**src/rtl/eth_pkg.sv**
```systemverilog
// Shared definitions for the Ethernet receive path: FSM states, CRC residue,
// frame length limits and address helpers.
package eth_pkg;

    typedef enum logic [1:0] {
        ST_IDLE = 2'd0,
        ST_RECV = 2'd1,
        ST_HOLD = 2'd2
    } rx_state_t;

    localparam logic [31:0] CRC_RESIDUE    = 32'h1CDF4421;
    localparam int unsigned ETH_MIN_LEN    = 64;
    localparam int unsigned ETH_MAX_LEN    = 1518;
    localparam logic [47:0] ETH_BCAST_ADDR = 48'hFFFF_FFFF_FFFF;

    // Byte idx (0..5) of a MAC address in wire order, first byte = addr[47:40].
    function automatic logic [7:0] addr_byte(input logic [47:0] addr, input logic [2:0] idx);
        return 8'(addr >> {3'd5 - idx, 3'b000});
    endfunction

endpackage

```
**src/rtl/crc32.sv**
```systemverilog
// Ethernet CRC-32 (reflected, init all-ones) advanced one dibit per inclk,
// LSB first. out is the complemented register in FCS wire byte order.
module crc32 (
    input  logic        clk,
    input  logic        rst,
    input  logic        inclk,
    input  logic [1:0]  din,
    output logic [31:0] out
);

    logic [31:0] lfsr;
    logic [31:0] lfsr_nxt;

    function automatic logic [31:0] crc_bit(input logic [31:0] c, input logic b);
        return (c[0] ^ b) ? ((c >> 1) ^ 32'hEDB88320) : (c >> 1);
    endfunction

    always_comb begin
        lfsr_nxt = crc_bit(crc_bit(lfsr, din[0]), din[1]);
    end

    always_ff @(posedge clk) begin
        if (rst) begin
            lfsr <= '1;
        end else if (inclk) begin
            lfsr <= lfsr_nxt;
        end
    end

    assign out = ~{lfsr[7:0], lfsr[15:8], lfsr[23:16], lfsr[31:24]};

endmodule

```
**src/rtl/eth_rx_frame_ctrl.sv**
```systemverilog
// Receive frame controller: dibit assembly into a single-frame buffer, FCS /
// length / alignment checks, commit handshake and drop counting.
// Optional destination filter: define ETH_RX_MAC_FILTER_EN.
module eth_rx_frame_ctrl
    import eth_pkg::*;
#(
    parameter logic [47:0] MAC_ADDR   = 48'h02_00_00_00_00_01,
    parameter int unsigned ADDR_WIDTH = 11,
    parameter int unsigned MIN_LEN    = ETH_MIN_LEN,
    parameter int unsigned MAX_LEN    = ETH_MAX_LEN
) (
    input  logic                  clk,
    input  logic                  reset,
    input  logic [1:0]            rx_dibit,
    input  logic                  rx_dibitclk,
    input  logic                  rx_done,
    output logic                  buf_wr_en,
    output logic [ADDR_WIDTH-1:0] buf_wr_addr,
    output logic [7:0]            buf_wr_data,
    output logic                  frame_valid,
    output logic [ADDR_WIDTH-1:0] frame_len,
    input  logic                  frame_ready,
    output logic [7:0]            drop_cnt,
    output logic [7:0]            crc_err_cnt
);

    // One extra bit so an over-length frame is still distinguishable from MAX_LEN.
    localparam int unsigned   CW    = ADDR_WIDTH + 1;
    localparam logic [CW-1:0] MIN_L = CW'(MIN_LEN);
    localparam logic [CW-1:0] MAX_L = CW'(MAX_LEN);

    if ((2 ** ADDR_WIDTH) < MAX_LEN) begin : g_bad_width
        $error("eth_rx_frame_ctrl: ADDR_WIDTH too small for MAX_LEN");
    end
    if (MAC_ADDR[40] || (MAC_ADDR == ETH_BCAST_ADDR)) begin : g_bad_mac
        $error("eth_rx_frame_ctrl: station address must be unicast");
    end

    rx_state_t state;
    rx_state_t state_nxt;

    logic [7:0]    shreg;
    logic [1:0]    phase;
    logic [CW-1:0] byte_cnt;
    logic          busy;

    logic          start;
    logic          busy_cur;
    logic [1:0]    phase_cur;
    logic [CW-1:0] cnt_cur;
    logic [7:0]    byte_new;
    logic          byte_done;
    logic          wr_ok;
    logic          rej_now;
    logic          filtered;
    logic          eval;
    logic          bad_crc;
    logic          drop;
    logic          commit;
    logic          crc_fault;
    logic          frame_take;

    logic          crc_rst;
    logic [31:0]   crc_out;

    // CRC also held in reset while HOLD is idle so a frame arriving behind a
    // pending one is checked from a clean seed.
    assign crc_rst = reset | (((state == ST_IDLE) || (state == ST_HOLD)) & ~rx_dibitclk);

    crc32 u_crc (
        .clk   (clk),
        .rst   (crc_rst),
        .inclk (rx_dibitclk),
        .din   (rx_dibit),
        .out   (crc_out)
    );

    // A dibit outside RECV is the first of a new frame: per-frame trackers restart.
    assign start      = rx_dibitclk & (state != ST_RECV);
    assign busy_cur   = start ? frame_valid : busy;
    assign phase_cur  = start ? 2'd0 : phase;
    assign cnt_cur    = start ? '0 : byte_cnt;
    assign byte_new   = {rx_dibit, shreg[7:2]};
    assign byte_done  = rx_dibitclk & (phase_cur == 2'd3);
    assign wr_ok      = byte_done & ~busy_cur & (cnt_cur < MAX_L) & ~rej_now;
    assign frame_take = frame_valid & frame_ready;

`ifdef ETH_RX_MAC_FILTER_EN
    logic uc_match;
    logic bc_match;
    logic uc_cur;
    logic bc_cur;
    logic uc_nxt;
    logic bc_nxt;
    logic filt_cur;

    always_comb begin
        uc_cur   = start ? 1'b1 : uc_match;
        bc_cur   = start ? 1'b1 : bc_match;
        filt_cur = start ? 1'b0 : filtered;
        uc_nxt   = uc_cur;
        bc_nxt   = bc_cur;
        rej_now  = filt_cur;
        if (byte_done && (cnt_cur < CW'(6))) begin
            uc_nxt  = uc_cur & (byte_new == addr_byte(MAC_ADDR, cnt_cur[2:0]));
            bc_nxt  = bc_cur & (byte_new == 8'hFF);
            rej_now = filt_cur | ~(uc_nxt | bc_nxt);
        end
    end

    always_ff @(posedge clk) begin
        if (reset) begin
            uc_match <= 1'b0;
            bc_match <= 1'b0;
            filtered <= 1'b0;
        end else if (rx_dibitclk) begin
            uc_match <= uc_nxt;
            bc_match <= bc_nxt;
            filtered <= rej_now;
        end
    end
`else
    assign rej_now  = 1'b0;
    assign filtered = 1'b0;
`endif

    assign eval    = (state == ST_RECV) & rx_done;
    assign bad_crc = (crc_out != CRC_RESIDUE);
    assign drop    = busy | (phase != 2'd0) | (byte_cnt < MIN_L) | (byte_cnt > MAX_L)
                   | bad_crc | filtered;
    assign commit  = eval & ~drop;
    // A misaligned frame never fed a whole FCS, so it is not an FCS error.
    assign crc_fault = eval & bad_crc & (phase == 2'd0);

    always_comb begin
        state_nxt = state;
        unique case (state)
            ST_IDLE: if (rx_dibitclk) state_nxt = ST_RECV;
            ST_RECV: if (rx_done) state_nxt = drop ? ST_IDLE : ST_HOLD;
            ST_HOLD: begin
                if (rx_dibitclk)     state_nxt = ST_RECV;
                else if (frame_take) state_nxt = ST_IDLE;
            end
            default: state_nxt = ST_IDLE;
        endcase
    end

    always_ff @(posedge clk) begin
        if (reset) begin
            state <= ST_IDLE;
        end else begin
            state <= state_nxt;
        end
    end

    always_ff @(posedge clk) begin
        if (reset) begin
            shreg       <= '0;
            phase       <= '0;
            byte_cnt    <= '0;
            busy        <= 1'b0;
            buf_wr_en   <= 1'b0;
            buf_wr_addr <= '0;
            buf_wr_data <= '0;
            frame_valid <= 1'b0;
            frame_len   <= '0;
            drop_cnt    <= '0;
            crc_err_cnt <= '0;
        end else begin
            buf_wr_en <= wr_ok;
            if (wr_ok) begin
                buf_wr_addr <= cnt_cur[ADDR_WIDTH-1:0];
                buf_wr_data <= byte_new;
            end

            if (rx_dibitclk) begin
                shreg    <= byte_new;
                phase    <= phase_cur + 2'd1;
                busy     <= busy_cur;
                byte_cnt <= (byte_done && (cnt_cur != '1)) ? cnt_cur + CW'(1) : cnt_cur;
            end

            if (commit) begin
                frame_valid <= 1'b1;
                frame_len   <= ADDR_WIDTH'(byte_cnt - CW'(4));
            end else if (frame_take) begin
                frame_valid <= 1'b0;
            end

            if (eval && drop && (drop_cnt != 8'hFF)) begin
                drop_cnt <= drop_cnt + 8'd1;
            end
            if (crc_fault && (crc_err_cnt != 8'hFF)) begin
                crc_err_cnt <= crc_err_cnt + 8'd1;
            end
        end
    end

endmodule
```
**config.mk**
```make
export PLATFORM = sky130hd
export DESIGN_NAME = eth_rx_frame_ctrl
export DESIGN_NICKNAME = d
export VERILOG_FILES = /design/src/rtl/eth_pkg.sv /design/src/rtl/crc32.sv /design/src/rtl/eth_rx_frame_ctrl.sv
export SDC_FILE = /design/constraint.sdc
export NUM_CORES = 1
export LEC_CHECK = 0
export CAP_MARGIN = 15
export CORE_MARGIN = 1.5
export CORE_UTILIZATION = 39
export CTS_BUF_LIST = sky130_fd_sc_hd__clkbuf_2 sky130_fd_sc_hd__clkbuf_4 sky130_fd_sc_hd__clkbuf_8
export DETAILED_ROUTE_END_ITERATION = 10
export PLACE_DENSITY = 0.65
export SLEW_MARGIN = 15
export SYNTH_ARGS = -nofsm -noshare
export SYNTH_HDL_FRONTEND = slang
export SYNTH_SLANG_ARGS = --single-unit
export TNS_END_PERCENT = 5
```
**constraint.sdc**
```tcl
create_clock -name clk -period 8 [get_ports clk]
set_clock_uncertainty 0.2 [all_clocks]
set_input_delay 1.2 -clock clk [delete_from_list [all_inputs] [get_ports clk]]
set_output_delay 1.2 -clock clk [all_outputs]
set_load 0.02 [all_outputs]
```
# Yosys cells after proc, flatten, opt, wreduce, memory -nomap -nowiden
# Cells that the tools add are included.
# totals
output_inout_bits,48
wordCells,79
mem_bits_ro,0
memories,0
ff_bits,105
latch_bits,0
ram_bits,0
input_bits,7
# op_classes
n_mux,14
multipliers,0
eq_ne,11
order_cmp,3
reduce_logical,10
add_sub_neg,5
bitwise_logic,23
n_shift,0
div,0
# ops
cell,n
$mux 32,2
$ne 32x29->1 const B,1
$not 32->32,1
$not 13->14,2
$mux 12,2
$add 8x1->8 const B,2
$ne 8x8->1 const B,2
$add 12x1->12 const B,1
$gt 12x11->1 const B,1
$lt 12x11->1 const B,1
$lt 12x7->1 const B,1
$mux 2,6
$ne 12x12->1 const B,1
$sub 11x3->11 const B,1
$and 1x1->1,10
$pmux 2 s3,1
$or 1x1->1,5
$eq 2x2->1 const B,2
$logic_and 1x1->1,4
$logic_not 2->1,2
$ne 2x2->1 const B,2
$reduce_bool 2->1,2
$mux 1,3
$ne 3x3->1 const B,1
other kinds (7),10

# Depth between registers and ports, before layout
# depth
ltp_word,8
depth_mapped,11
ltp_nobuf,9

# By module
# A second synthesis with hierarchy kept.
# hier_totals
hier_cells,538
area_unflattened_um2,4874.7
# by_module_without_submodules
mod,seq_area_each_um2,instances,cells_per_inst,area_each_um2
eth_rx_frame_ctrl,1421.4,1,375,3377.0
crc32,640.6,1,163,1497.7

# Worst setup path before layout
# No wires, ideal clock.
# synth_timing
kind,input port to flip-flop
from,input port rx_dibitclk
to,register buf_wr_addr[4]
required_time_ns,7.730
setup_time_ns,0.070
path_slack_ns,4.608
n_path_buf,4
arrival_ns,3.121
cell_stages,11
path_cell_list,clkbuf_1 > nand2_1 > clkbuf_1 > and2_1 > ha_1 > and2_1 > o21a_1 > clkbuf_1 > buf_1 > nand3_1 > a21oi_1
# synth_via
elab_chain_len,6
elab_cells_between_ends,10
cone_classes,order compare: 1; eq/ne: 1; mux: 3; bitwise: 5
# synth_rtl
item,line_no,text
"start, declared",eth_rx_frame_ctrl.sv:15,"input logic rx_dibitclk,"
"parallel branches: the longest is 6 deep, another holds $lt 12x11->1",--,
"end signal, assigned",eth_rx_frame_ctrl.sv:172,buf_wr_addr <= cnt_cur[ADDR_WIDTH-1:0];
"end, declared",eth_rx_frame_ctrl.sv:18,"output logic [ADDR_WIDTH-1:0] buf_wr_addr,"
# Several ways; the timed one is not identified.
# A chain may end at the register's enable or synchronous reset.

# Final worst setup path
# layout_timing
from,input port rx_dibitclk
to,register byte_cnt[4]
# layout_via
elab_cells_between_ends,9
cone_classes,add/sub: 1; eq/ne: 2; mux: 3; bitwise: 2; reduce/logical: 1
# layout_lines
item,line_no,text
$and 1x1->1 (*),eth_rx_frame_ctrl.sv:79,assign start = rx_dibitclk & (state != ST_RECV);
$mux 12 (*),eth_rx_frame_ctrl.sv:82,assign cnt_cur = start ? '0 : byte_cnt;
named net cnt_cur[0],eth_rx_frame_ctrl.sv:50,logic [CW-1:0] cnt_cur;
"parallel branches: the longest is 2 deep, another holds $add 12x1->12",--,
$mux 12 (*),eth_rx_frame_ctrl.sv:180,byte_cnt <= (byte_done && (cnt_cur != '1)) ? cnt_cur + CW'(1) : cnt_cur;
"end signal, assigned",eth_rx_frame_ctrl.sv:180,
"end, declared",eth_rx_frame_ctrl.sv:44,logic [CW-1:0] byte_cnt;
# Mark *: on every way through the listed nets, which the timed path passes.

==> results.tsv <==
metric	value	unit
outcome	finished, final reports clean	
DRC Markers	0	
wl on met1	4940	um
Power per Cell Area	163	mW/mm2
drt pass-1 iters	5	
achievable clock frequency	0.251	GHz
area of the die	0.0130	mm2
sort of element at the start of the critical path	input port	
required time reported for the critical path endpoint	8100	ps
highest metal used	met4	
critical path buffer and inverter count	2	
commonest non-fill, non-tap cells in the layout	103 x sky130_fd_sc_hd__dfxtp_1, 53 x sky130_fd_sc_hd__nand2_1, 52 x sky130_fd_sc_hd__clkdlybuf4s50_1, 50 x sky130_fd_sc_hd__nor2_1, 45 x sky130_fd_sc_hd__o21ai_0	
RD Place Congestion	0.866	
# rows	40	
average vias per placed instance	5.53	
final worst slack	4020	ps
Post-CTS Setup Bufs	0	
Max Cap Violations	0	
transition time at the pin with the least slew margin	1120	ps
wire length of the first global-routing pass	17800	um
share of final-layout standard cells stronger than drive strength 1	6.83	%
Core Region	0.0120	mm2
Final TNS setup	0	ps
DR vias	4056	
Top delay family on crit path	simple AND/OR/NAND/NOR gates	
nets@finish	594	
buffer depth of the longest clock path	2	
htree depth	3	
biggest fanout along the worst timing path	65	
filler-free cell count of the finished design	733	
final count of hold timing violations	0	
placed cell count	717	
Yosys warnings	0	
count of state elements after synthesis	103	
Mapped Cells	548	
post-CTS resize count	0	
global-route usage over all layers	16.8	%
area of all placed cells without fillers	0.00560	mm2
Reg clk slew, reported paths	100	ps
initial core utilization	40.0	%
CTS Hold Buffers Added	0	
Worst-Skew Late Latency	370	ps
count of input and output buffers	54	
post-detailed-route wirelength per cell	14.5	um
proportion of synthesized flip-flops having asynchronous set or reset	0	%
vertical die dimension	114	um
amount of wire on met2 after detailed routing	5210	um
static leakage power	1.99	nW
EDFF count, synth	0	
Root Buffer	sky130_fd_sc_hd__clkbuf_8	
initial antenna violation count	0	
primary flip-flop cell chosen by synthesis mapping	sky130_fd_sc_hd__dfxtp_1	
worst setup timing slack at the placement stage	3500	ps
total nets after synthesis	561	
final WL	10600	um
Critical Path Sink Type	flop	
Netlist cell types	51	
cells along the critical path	buf_2 > buf_4 > nand2_1 > and2_1 > ha_1 > and3_1 > o2111ai_1 > o21ai_1 > or3_1 > a21oi_1	
remaining antenna violation count after routing	0	
met3 wire len	265	um
Die W	114	um
Filler cells	1183	
slowest stage delay, CP	520	ps
post-layout min period	3980	ps
Data arrival, critical path	4080	ps
total I/O pin count	55	
GRT Residual Overflow	0	
Slowest-stage cell, CP	sky130_fd_sc_hd__buf_4	
Hold/Removal Path Class	flop to flop	
peak supply drop	0.0000673	V
number of global-route vias before repair	3754	
clock sink count	103	
area growth from synthesis to final layout	16.7	%
final setup fails	0	
kind of critical path	input port to flop	
sequential element share of the synthesized area	43.0	%
CTS tree	built	
placed cell area	0.00541	mm2
setup repair after global routing missed its margin	no	
Iteration-0 DRC Markers	241	
leading cell type in the layout, fill and taps excluded	sky130_fd_sc_hd__dfxtp_1	
CTS buffer count	9	
portion of the clock cycle consumed by the worst path in the final layout	49.8	%
Final HPWL DP	7060	um
max-slew violation count	0	
relative slew slack	25.3	%
largest net degree at the start of global routing	75	
Antenna diodes	0	
Post-Syn Area	0.00480	mm2
Mapped Avg Cell Area	8.76	um2
-- where the power goes --
| group | internal [mW] | leakage (nW) | switching (mW) | total [mW] |
|---|---|---|---|---|
| sequential | 0.522 | 0.835 | 0.00910 | 0.531 |
| clock | 0.137 | 0.0963 | 0.178 | 0.315 |
| combinational | 0.0268 | 1.06 | 0.0418 | 0.0686 |
| total | 0.686 | 1.99 | 0.229 | 0.915 |
-- per-layer routing --
layer	global-route usage (%)	vias to the layer above
met2	28.4	73
met5	0	-
met4	7.75	0
met1	21.1	1951
met3	2.92	17
li1	-	2015
-- Yosys cell counts (7+ instances only) --
library cell	n	share of area, %
sky130_fd_sc_hd__a211oi_1	15	2.3
sky130_fd_sc_hd__nor2_1	50	3.9
sky130_fd_sc_hd__a21oi_1	33	3.4
sky130_fd_sc_hd__mux2i_1	21	4.4
sky130_fd_sc_hd__nand3_1	20	2.1
sky130_fd_sc_hd__dfxtp_1	103	43
sky130_fd_sc_hd__nand4_1	11	1.4
sky130_fd_sc_hd__nand2_1	53	4.1
sky130_fd_sc_hd__nor2b_1	8	1.0
sky130_fd_sc_hd__a31oi_1	10	1.3
sky130_fd_sc_hd__buf_1	10	0.78
sky130_fd_sc_hd__xnor2_1	27	4.9
sky130_fd_sc_hd__or3_1	8	1.0
sky130_fd_sc_hd__clkbuf_1	26	2.0
sky130_fd_sc_hd__o2111ai_1	7	1.3
sky130_fd_sc_hd__o21ai_0	46	4.8
sky130_fd_sc_hd__xor2_1	16	2.9
-- cell type report --
| type | instances | area [um2] | area share [%] |
|---|---|---|---|
| sequential | 103 | 2060 | 36.8 |
| tap | 147 | 184 | 3.28 |
| multi-input combinational | 403 | 2590 | 46.2 |
| clock buffer | 13 | 166 | 2.97 |
| timing repair buffer | 59 | 568 | 10.1 |
| clock inverter | 3 | 17.5 | 0.313 |
| inverter | 5 | 18.8 | 0.335 |
-- sequential cells by signal, indices dropped and copies added, names as in the netlist --
signal,flops
buf_wr_en,1
shreg,6
state,2
buf_wr_addr,11
byte_cnt,12
u_crc.lfsr,32
drop_cnt,8
frame_valid,1
crc_err_cnt,8
frame_len,11
phase,2
busy,1
buf_wr_data,8
-- logic make-up (layout without fill, tap and decap cells) --
kind of cell | after synthesis | in the layout | share of synthesized area, %
simple gates | 192 | 192 | 20.7
compound gates | 133 | 133 | 17.0
flops | 103 | 103 | 43.0
xor+xnor | 44 | 44 | 8.18
buf+inv | 42 | 80 | 3.44
mux | 28 | 28 | 6.10
fa+ha+maj | 6 | 6 | 1.56
-- final timing paths --
check	startpoint	endpoint	slack [ps]	cells past startpoint
setup / recovery	rx_dibitclk	byte_cnt[4]$_SDFFE_PP0P_	4020	10
hold / removal	buf_wr_addr[6]$_SDFFE_PP0P_	buf_wr_addr[6]$_SDFFE_PP0P_	280	2
setup reg to reg	state[1]$_SDFFE_PP0P_	byte_cnt[4]$_SDFFE_PP0P_	4990	9
hold reg to reg	buf_wr_addr[6]$_SDFFE_PP0P_	buf_wr_addr[6]$_SDFFE_PP0P_	280	2
-- worst min-delay path, delay by kind of cell, from the launching register on --
kind | cells | cell delay, ps
AOI/OAI and AO/OA | 2 | 120
DFF | 1 | 320
-- metrics by stage --
stage                     util, %  hold slack, ps  power [mW]
after floorplan                 -             243       0.594
after global placement       45.1             260       0.611
after detailed placement     45.1             268       0.612
after CTS                    46.6             282       0.924
after global routing         46.6             291       0.955
final                        46.6             275       0.915
(Power assumes the default switching activity.)
